`src/rtl/mips_program_loader_pkg.sv`:
```
`default_nettype none
// ============================================================================
//  Module      : mips_program_loader_pkg
//  Description : Shared types and constants for the MIPS program loader.
//  Revision    : 1.0 - initial release
// ============================================================================
package mips_program_loader_pkg;

    localparam int HEADER_BYTES   = 2;
    localparam int BYTES_PER_WORD = 4;
    localparam int WORD_COUNT_W   = 16;

    typedef enum logic [2:0] {
        LEN_HI = 3'd0,
        LEN_LO = 3'd1,
        DATA   = 3'd2,
        CHECK  = 3'd3,
        DONE   = 3'd4,
        ERROR  = 3'd5
    } loader_state_e;

endpackage
`default_nettype wire

```
`src/rtl/mips_program_loader_if.sv`:
```
`default_nettype none
// ============================================================================
//  Module      : mips_program_loader_if
//  Description : Byte-stream input and program-memory write port bundle.
//  Revision    : 1.0 - initial release
// ============================================================================
interface mips_program_loader_if;

    logic        byte_valid_i;
    logic [7:0]  byte_data_i;
    logic        byte_ready_o;
    logic        wr_en_o;
    logic [31:0] wr_addr_o;
    logic [31:0] wr_data_o;

    // Loader side: consumes bytes, drives the memory write port.
    modport master (
        input  byte_valid_i,
        input  byte_data_i,
        output byte_ready_o,
        output wr_en_o,
        output wr_addr_o,
        output wr_data_o
    );

    // Environment side: byte source and memory.
    modport slave (
        output byte_valid_i,
        output byte_data_i,
        input  byte_ready_o,
        input  wr_en_o,
        input  wr_addr_o,
        input  wr_data_o
    );

endinterface
`default_nettype wire

```
`src/rtl/loader_word_assembler.sv`:
```
`default_nettype none
// ============================================================================
//  Module      : loader_word_assembler
//  Description : Packs big-endian bytes into 32-bit words; flags the byte
//                that completes a word.
//  Revision    : 1.0 - initial release
// ============================================================================
module loader_word_assembler
    import mips_program_loader_pkg::*;
(
    input  logic        clk,
    input  logic        reset,
    input  logic        clear_i,
    input  logic        accept_i,
    input  logic [7:0]  byte_i,
    output logic [31:0] word_o,
    output logic        word_ready_o
);

    localparam int IDX_W = $clog2(BYTES_PER_WORD);

    logic [23:0]      shift_q;
    logic [IDX_W-1:0] idx_q;

    // The completing byte is appended combinationally so the top can
    // register the full word in the same edge that accepts it.
    assign word_o       = {shift_q, byte_i};
    assign word_ready_o = accept_i && (idx_q == IDX_W'(BYTES_PER_WORD - 1));

    // Shift register and byte index; the index wraps naturally every word.
    always_ff @(posedge clk or posedge reset) begin
        if (reset) begin
            shift_q <= '0;
            idx_q   <= '0;
        end else if (clear_i) begin
            shift_q <= '0;
            idx_q   <= '0;
        end else if (accept_i) begin
            shift_q <= {shift_q[15:0], byte_i};
            idx_q   <= idx_q + 1'b1;
        end
    end

endmodule
`default_nettype wire

```
`src/rtl/mips_program_loader.sv`:
```
`default_nettype none
// ============================================================================
//  Module      : mips_program_loader
//  Description : Receives a length-prefixed, checksummed byte image, writes it
//                into program memory and releases the CPU once verified.
//  Revision    : 1.0 - initial release
// ============================================================================
module mips_program_loader
    import mips_program_loader_pkg::*;
#(
    parameter int          MEMORY_DEPTH = 32,
    parameter logic [31:0] BASE_ADDR    = 32'h0000_0000
) (
    input  logic                    clk,
    input  logic                    reset,
    mips_program_loader_if.master   bus,
    input  logic                    start_i,
    output logic                    cpu_reset_o,
    output logic                    done_o,
    output logic                    error_o,
    output logic [WORD_COUNT_W-1:0] words_loaded_o
);

    loader_state_e           state_q, state_d;
    logic [WORD_COUNT_W-1:0] len_q, len_d;
    logic [WORD_COUNT_W-1:0] words_q, words_d;
    logic [7:0]              csum_q, csum_d;
    logic                    wr_en_q, wr_en_d;
    logic [31:0]             wr_addr_q, wr_addr_d;
    logic [31:0]             wr_data_q, wr_data_d;
    logic                    byte_ready_q, byte_ready_d;
    logic                    cpu_reset_q, cpu_reset_d;
    logic                    done_q, done_d;
    logic                    error_q, error_d;

    logic                    w_accept;
    logic                    w_asm_clear;
    logic [31:0]             w_word;
    logic                    w_word_ready;
    logic [WORD_COUNT_W-1:0] w_len;

    assign w_accept = bus.byte_valid_i && byte_ready_q;
    assign w_len    = {len_q[15:8], bus.byte_data_i};

    loader_word_assembler u_asm (
        .clk          (clk),
        .reset        (reset),
        .clear_i      (w_asm_clear),
        .accept_i     (w_accept && (state_q == DATA)),
        .byte_i       (bus.byte_data_i),
        .word_o       (w_word),
        .word_ready_o (w_word_ready)
    );

    // Next-state, checksum, write-port and status decode.
    always_comb begin
        state_d     = state_q;
        len_d       = len_q;
        words_d     = words_q;
        csum_d      = csum_q;
        wr_en_d     = 1'b0;
        wr_addr_d   = wr_addr_q;
        wr_data_d   = wr_data_q;
        w_asm_clear = 1'b0;

        case (state_q)
            LEN_HI: if (w_accept) begin
                len_d   = {bus.byte_data_i, len_q[7:0]};
                csum_d  = csum_q ^ bus.byte_data_i;
                state_d = LEN_LO;
            end
            LEN_LO: if (w_accept) begin
                len_d  = w_len;
                csum_d = csum_q ^ bus.byte_data_i;
                if ((w_len == '0) || ({16'd0, w_len} > 32'(MEMORY_DEPTH)))
                    state_d = ERROR;
                else
                    state_d = DATA;
            end
            DATA: if (w_accept) begin
                csum_d = csum_q ^ bus.byte_data_i;
                if (w_word_ready) begin
                    wr_en_d   = 1'b1;
                    wr_addr_d = BASE_ADDR + {14'd0, words_q, 2'b00};
                    wr_data_d = w_word;
                    words_d   = words_q + 1'b1;
                    if (words_q == len_q - 1'b1)
                        state_d = CHECK;
                end
            end
            CHECK: if (w_accept) begin
                state_d = (bus.byte_data_i == csum_q) ? DONE : ERROR;
            end
            DONE, ERROR: if (start_i) begin
                state_d     = LEN_HI;
                len_d       = '0;
                words_d     = '0;
                csum_d      = '0;
                w_asm_clear = 1'b1;
            end
            default: state_d = LEN_HI;
        endcase

        // Status outputs are registered images of the upcoming state.
        byte_ready_d = (state_d == LEN_HI) || (state_d == LEN_LO) ||
                       (state_d == DATA)   || (state_d == CHECK);
        cpu_reset_d  = (state_d != DONE);
        done_d       = (state_d == DONE);
        error_d      = (state_d == ERROR);
    end

    // State and output registers.
    always_ff @(posedge clk or posedge reset) begin
        if (reset) begin
            state_q      <= LEN_HI;
            len_q        <= '0;
            words_q      <= '0;
            csum_q       <= '0;
            wr_en_q      <= 1'b0;
            wr_addr_q    <= BASE_ADDR;
            wr_data_q    <= '0;
            byte_ready_q <= 1'b1;
            cpu_reset_q  <= 1'b1;
            done_q       <= 1'b0;
            error_q      <= 1'b0;
        end else begin
            state_q      <= state_d;
            len_q        <= len_d;
            words_q      <= words_d;
            csum_q       <= csum_d;
            wr_en_q      <= wr_en_d;
            wr_addr_q    <= wr_addr_d;
            wr_data_q    <= wr_data_d;
            byte_ready_q <= byte_ready_d;
            cpu_reset_q  <= cpu_reset_d;
            done_q       <= done_d;
            error_q      <= error_d;
        end
    end

    assign bus.byte_ready_o = byte_ready_q;
    assign bus.wr_en_o      = wr_en_q;
    assign bus.wr_addr_o    = wr_addr_q;
    assign bus.wr_data_o    = wr_data_q;
    assign cpu_reset_o      = cpu_reset_q;
    assign done_o           = done_q;
    assign error_o          = error_q;
    assign words_loaded_o   = words_q;

endmodule
`default_nettype wire

```
`src/flat_wrapper.sv`:
```
// flat-port wrapper written by rule: the top's interface ports become plain ports
module mips_program_loader_flat import mips_program_loader_pkg::*;
#(
    parameter int          MEMORY_DEPTH = 32,
    parameter logic [31:0] BASE_ADDR    = 32'h0000_0000
)
  (clk, reset, start_i, cpu_reset_o, done_o, error_o, words_loaded_o, bus_byte_valid_i, bus_byte_data_i, bus_byte_ready_o, bus_wr_en_o, bus_wr_addr_o, bus_wr_data_o);
  mips_program_loader_if bus_i ();
  input  logic clk;
  input  logic reset;
  input  logic start_i;
  output logic cpu_reset_o;
  output logic done_o;
  output logic error_o;
  output logic [WORD_COUNT_W-1:0] words_loaded_o;
  input wire logic [$bits(bus_i.byte_valid_i)-1:0] bus_byte_valid_i;
  input wire logic [$bits(bus_i.byte_data_i)-1:0] bus_byte_data_i;
  output wire logic [$bits(bus_i.byte_ready_o)-1:0] bus_byte_ready_o;
  output wire logic [$bits(bus_i.wr_en_o)-1:0] bus_wr_en_o;
  output wire logic [$bits(bus_i.wr_addr_o)-1:0] bus_wr_addr_o;
  output wire logic [$bits(bus_i.wr_data_o)-1:0] bus_wr_data_o;
  assign bus_i.byte_valid_i = bus_byte_valid_i;
  assign bus_i.byte_data_i = bus_byte_data_i;
  assign bus_byte_ready_o = bus_i.byte_ready_o;
  assign bus_wr_en_o = bus_i.wr_en_o;
  assign bus_wr_addr_o = bus_i.wr_addr_o;
  assign bus_wr_data_o = bus_i.wr_data_o;
  mips_program_loader #(.MEMORY_DEPTH(MEMORY_DEPTH), .BASE_ADDR(BASE_ADDR)) u_core (.clk(clk), .reset(reset), .bus(bus_i), .start_i(start_i), .cpu_reset_o(cpu_reset_o), .done_o(done_o), .error_o(error_o), .words_loaded_o(words_loaded_o));
endmodule
```
`config.mk`:
```
export PLATFORM = sky130hd
export DESIGN_NAME = mips_program_loader_flat
export DESIGN_NICKNAME = d
export VERILOG_FILES = /design/src/rtl/mips_program_loader_pkg.sv /design/src/rtl/mips_program_loader_if.sv /design/src/rtl/loader_word_assembler.sv /design/src/rtl/mips_program_loader.sv /design/src/flat_wrapper.sv
export SDC_FILE = /design/constraint.sdc
export NUM_CORES = 1
export LEC_CHECK = 0
export CAP_MARGIN = 10
export CORE_MARGIN = 4
export CORE_UTILIZATION = 50
export DETAILED_ROUTE_END_ITERATION = 10
export PLACE_DENSITY = 0.74
export SLEW_MARGIN = 25
export SYNTH_ARGS = -nofsm -noshare
export SYNTH_HDL_FRONTEND = slang
export SYNTH_SLANG_ARGS = --single-unit
```
`constraint.sdc`:
```
create_clock -name clk -period 5.28 [get_ports clk]
set_clock_uncertainty 0.15 [all_clocks]
set_input_delay 0.792 -clock clk [delete_from_list [all_inputs] [get_ports clk]]
set_output_delay 0.792 -clock clk [all_outputs]
set_load 0.005 [all_outputs]
```
=== Word level (Yosys, flattened, before mapping) ===
Cells that the tools add are included.

* Bits in registers: 122
* Input port bits: 12
* Output and inout bits: 85
* Logic and storage cells: 92

* $add $sub $neg: 3
* $lt $le $gt $ge: 1
* Eq/ne operators: 20
* Mux-type cells: 29
* Bitwise operators: 3
* Reduce and logical (&&, ||, !) cells: 22

{| class="wikitable"
|+ Operator list
! cell !! number
|-
| $mux 16 || 4
|-
| $mux 24 || 2
|-
| $pmux 16 s3 || 1
|-
| $pmux 16 s2 || 1
|-
| $mux 3 || 8
|-
| $mux 8 || 3
|-
| $add 16x1->16 const B || 1
|-
| $eq 16x16->1 || 1
|-
| $gt 16x6->1 const B || 1
|-
| $logic_not 16->1 || 1
|-
| $pmux 8 s2 || 1
|-
| $sub 16x1->16 const B || 1
|-
| $pmux 3 s5 || 1
|-
| $eq 3x2->1 const B || 4
|-
| $eq 3x3->1 const B || 4
|-
| $reduce_and 4->1 || 3
|-
| $reduce_bool 2->1 || 5
|-
| $eq 8x8->1 || 1
|-
| $ne 2x1->1 const B || 4
|-
| $xor 8x8->8 || 1
|-
| $eq 3x1->1 const B || 2
|-
| $logic_not 3->1 || 2
|-
| $mux 1 || 6
|-
| $reduce_and 3->1 || 2
|-
| other kinds (10) || 18
|}

=== Longest topological paths before layout ===
* Depth after elaboration: 10
* Mapped depth: 8
* Depth with buffers taken out: 8

=== By module ===
Synthesis repeated with hierarchy kept, for this count alone.

* Cell total of the unflattened synthesis: 526
* Area, all modules: 5858.1 um^2

{| class="wikitable"
|+ By module, submodules not included
! module !! times used !! cells each !! area each (um^2) !! sequential area each (um^2)
|-
| mips_program_loader || 1 || 431 || 4699.5 || 2404.8
|-
| loader_word_assembler || 1 || 95 || 1158.6 || 650.6
|}

=== Worst setup path before layout ===
Ideal clock, no wire load.

* Path type: in2reg
* Start point: input bus_byte_data_i[6]
* End point: register u_core.state_q[0]
* Setup time: 131 ps
* Arrival: 2261 ps
* Required time: 4999 ps
* Setup slack: 2738 ps
* Stages on the path: 6
* Buffers on the path: 1
* Cell sequence: buf_4 > or4_2 > nor4b_2 > nand3_1 > a21oi_2 > o21ai_0

* Longest elaborated chain between the ends: 5
* Elaborated cells on any way between the ends: 9
* Those cells by class: 1 x order compare; 1 x eq/ne; 5 x mux; 2 x reduce/logical

{| class="wikitable"
|+ RTL lines
! what !! RTL line !! RTL
|-
| from (decl) || flat_wrapper.sv:17 || <nowiki>input wire logic [$bits(bus_i.byte_data_i)-1:0] bus_byte_data_i;</nowiki>
|-
| $gt 16x6->1 / $logic_not 16->1 (equally long branches) || mips_program_loader.sv:75 || <nowiki>if ((w_len == '0) || ({16'd0, w_len} > 32'(MEMORY_DEPTH)))</nowiki>
|-
| $logic_or 1x1->1 || mips_program_loader.sv:75 ||
|-
| $mux 3 || mips_program_loader.sv:75 ||
|-
| $mux 3 || mips_program_loader.sv:72 || <nowiki>LEN_LO: if (w_accept) begin</nowiki>
|-
| $pmux 3 s5 * || mips_program_loader.sv:66 || <nowiki>case (state_q)</nowiki>
|-
| via u_core.state_d[0] || mips_program_loader.sv:24 || <nowiki>loader_state_e state_q, state_d;</nowiki>
|-
| to (signal assigned) || mips_program_loader.sv:127 || <nowiki>state_q <= state_d;</nowiki>
|-
| to (decl) || mips_program_loader.sv:24 ||
|}

Mark *: on every way through the listed nets, which the timed path passes. The rest lies on a longest branch.
A chain may end at the register's enable or synchronous reset.

=== Worst setup path after layout ===
* Start point: register u_core.len_q[0]
* End point: register u_core.state_q[0]

* Longest elaborated chain between the ends: 6

{| class="wikitable"
|+ RTL lines
! what !! RTL line !! RTL
|-
| from (decl) || mips_program_loader.sv:25 || <nowiki>logic [WORD_COUNT_W-1:0] len_q, len_d;</nowiki>
|-
| from (signal assigned) || mips_program_loader.sv:128 || <nowiki>len_q <= len_d;</nowiki>
|-
| $sub 16x1->16 || mips_program_loader.sv:87 || <nowiki>if (words_q == len_q - 1'b1)</nowiki>
|-
| $eq 16x16->1 || mips_program_loader.sv:87 ||
|-
| $mux 3 || mips_program_loader.sv:87 ||
|-
| $mux 3 || mips_program_loader.sv:82 || <nowiki>if (w_word_ready) begin</nowiki>
|-
| $mux 3 || mips_program_loader.sv:80 || <nowiki>DATA: if (w_accept) begin</nowiki>
|-
| $pmux 3 s5 || mips_program_loader.sv:66 ||
|-
| via u_core.state_d[0] || mips_program_loader.sv:24 ||
|}

The timed path passes the listed nets, and every way through them passes these cells.

==> metrics <==
sequential share of the synthesized area=0.541; Remaining DRCs=0; Main synth FF type=dfrtp_1; # IOs=97; GP Congestion=roughly 0.85; core area=roughly 0.011 mm^2; clk sink count=about 120; Pre-antenna DRT Iters=4; DRT iter0 DRCs=~330; crit-path cells=inv_1 > ha_1 > or4b_2 > nor4_1 > a22oi_1 > nor4_1 > nand4_1 > o21ai_0; Crit path largest cell delay=~0.63 ns; width of the die=114 um; Syn Inst Count=roughly 640; FP Rows=38; H-Tree Depth=4; post-CTS setup buffer count=0; worst-skew pair later-pin latency=just over 0.4 ns; CTS Buffer Depth=2; hold path start=u_core.bus.wr_addr_o[2]; #FFs+latches synth=122; status=finished clean; WHS=0.320 ns; PostCTS Resize Cnt=0; DPL Wire Length=just over 9000 um; first-pass GRT wire length=approximately 22000 um; fmax=roughly 0.34 GHz; vias=about 4600; final WL=13400 um; R2R setup slack=around 2.3 ns; # diodes=0; pins over their slew limit=0; full die area=0.0131 mm^2; share of cells above drive strength 1=0.0693; FFs w/ async S/R, synth=1.00; mux contribution to synthesized area=0.00532; clock root cell=clkbuf_16; slew margin rel.=0.360; Worst setup SP type=register; crit-path most repeated cell=nor4_1; post-layout minimum cycle time=2.94 ns; area delta synth->final=25.5%; register area=~0.003 mm^2; ANT nets after route=0; clock slew at reported path FFs=around 0.060 ns; power density over cell area=428 mW/mm^2; nets=724; Worst R2R Start=u_core.len_q[0]; area of the multi-input gates=~0.0024 mm^2; Max Cap Viol=0; number of synthesized flops with an enable pin=0; starting density of the core=0.516; hold buffers post-CTS=0; Via density=5.34; dpl cells=830; setup TNS=0 ns; Final Util=0.648; Unique masters post-synth=between 40 and 50; Die Ht=roughly 110 um; largest net degree at the start of global routing=54; Worst Tran Pin Value=between 0.9 and 1 ns; final std cells w/o fill=862; Yosys Warn Count=0; Worst Hold Path EP=u_core.bus.wr_addr_o[2]; CP Capture Type=register; overall routing resource usage=0.218; IO Port Bufs=80; Compound-Gate Fraction of Synth Area=0.0879; GRT overflow=0; Hold/Removal Path Class=reg -> reg; Synth Area in Simple Gates=0.244; TritonCTS buffer count=17; Final WS setup=approximately 2.3 ns; setup violators final=0; RSZ-0062 raised after global routing=false; XOR/XNOR share of the synthesized area=0.0605; largest family of logic cells by synthesized area=simple AND/OR/NAND/NOR gates; dpl ws=between 1.5 and 2 ns; Slowest-stage cell, CP=or4b_2; r2r worst-path depth=8; Final Cycle Share=0.557; number of global-route vias before repair=between 4000 and 5000; Filler cells=about 900; Worst Hold Depth=2; initial antenna violation count=0; final hold vios=0; WL/cell=around 16 um; CP Class=reg -> reg; VDD IR max=about 0.20 mV; Post-Synth Adder-Cell Area=0.00665; Static Leak=about 3.3 nW; crit path DAT=~3.1 ns; r2r endpoint=u_core.state_q[0]; Syn Area/Cell=around 9 um^2; CP Data Required Time=5.46 ns; crit path max fanout=5; CTS tree=yes; Netlist Area Pre-Place=about 0.0056 mm^2
cells in the mapped netlist, drive strengths merged, types with 5 or more instances:
library cell,number,area [um^2]
nor2b,7,43.8
nor3,6,30.0
nor4,7,43.8
nand3,19,95.1
nor2,25,93.8
or4,5,46.3
nand4,8,50.1
o21ai,62,310
xnor2,22,193
dfrtp,120,3000
clkbuf,27,101
a22o,7,61.3
buf,19,139
xor2,17,149
inv,17,63.8
nand2,223,837
a21oi,5,28.8
routing by layer:
layer	wire length, um	vias to the layer above	global-route usage
met1	6070	2232	0.294
li1	-	2201	-
met5	0	-	0
met2	6380	145	0.348
met4	209	0	0.0736
met3	776	21	0.0529
where the power goes:
| part | internal [W] | total, W | switching, W |
|---|---|---|---|
| sequential | 0.00104 | 0.00115 | 0.000112 |
| clock | 0.000746 | 0.00116 | 0.000417 |
| combinational | 0.000303 | 0.000718 | 0.000415 |
flip-flops by register name, indices dropped and copies added, names as in the netlist:
| signal | flops |
|---|---|
| u_core.u_asm.idx_q | 2 |
| u_core.done_o | 1 |
| u_core.bus.byte_ready_o | 1 |
| u_core.bus.wr_addr_o | 16 |
| u_core.error_o | 1 |
| u_core.state_q | 3 |
| u_core.cpu_reset_o | 1 |
| u_core.bus.wr_data_o | 32 |
| u_core.csum_q | 8 |
| u_core.bus.wr_en_o | 1 |
| u_core.words_loaded_o | 16 |
| u_core.u_asm.shift_q | 24 |
| u_core.len_q | 16 |
logic make-up after synthesis:
| group | after synthesis |
|---|---|
| simple gates | 318 |
| flops | 122 |
| compound gates | 87 |
| buf+inv | 63 |
| xor+xnor | 39 |
| fa+ha+maj | 3 |
| mux | 3 |
| other cells | 1 |
layout make-up:
cell class / instances / area share
Sequential cell: 122 / 0.431
Multi-Input combinational cell: 466 / 0.332
Timing Repair Buffer: 85 / 0.118
Clock buffer: 23 / 0.0689
Tap cell: 140 / 0.0247
Clock inverter: 9 / 0.0159
Inverter: 17 / 0.00936
per-stage QoR:
| stage | cell area (um^2) | total power (W) |
|---|---|---|
| 6_report | 7090 | 0.00304 |
| 5_1_grt | 7090 | 0.00319 |
| 4_1_cts | 7090 | 0.00305 |
| 3_5_place_dp | 6490 | 0.00188 |
| 3_3_place_gp | 6480 | 0.00185 |
| 2_1_floorplan | 5700 | 0.00170 |
how the worst max path moves through the flow:
| stage | cells past startpoint | endpoint | slack (ns) | start |
|---|---|---|---|---|
| after floorplan | 1 | u_core.bus.wr_addr_o[10] | 1.10 | reset |
| after global placement | 7 | u_core.words_loaded_o[13] | 2.01 | start_i |
| after detailed placement | 7 | u_core.words_loaded_o[15] | 1.92 | start_i |
| after CTS | 7 | u_core.words_loaded_o[15] | 2.36 | start_i |
| after global routing | 7 | u_core.words_loaded_o[15] | 2.20 | start_i |
| final | 8 | u_core.state_q[0] | 2.34 | u_core.len_q[0] |
critical path: cells and delay by family (launching register included):
family | cells | cell delay [ns]
flip-flops | 1 | 0.42
AND/OR/NAND/NOR | 4 | 1.52
adder cells (fa/ha/maj) | 1 | 0.27
AO/OA/AOI/OAI | 2 | 0.37
buffers and inverters | 1 | 0.14
cells in the final DEF (no fill, tap or decap), types with 5 or more instances in the layout:
| cell type | n |
|---|---|
| xnor2_1 | 22 |
| nor2_1 | 25 |
| dfrtp_1 | 120 |
| buf_4 | 5 |
| clkdlybuf4s50_1 | 80 |
| nor3_1 | 6 |
| conb_1 | 16 |
| clkbuf_16 | 17 |
| o21ai_0 | 61 |
| nand4_1 | 8 |
| a22o_1 | 7 |
| xor2_1 | 17 |
| nand2_1 | 223 |
| nor4_1 | 7 |
| nand3_1 | 18 |
| inv_1 | 16 |
| nor2b_1 | 7 |
Power figures use the tool's default switching activity.
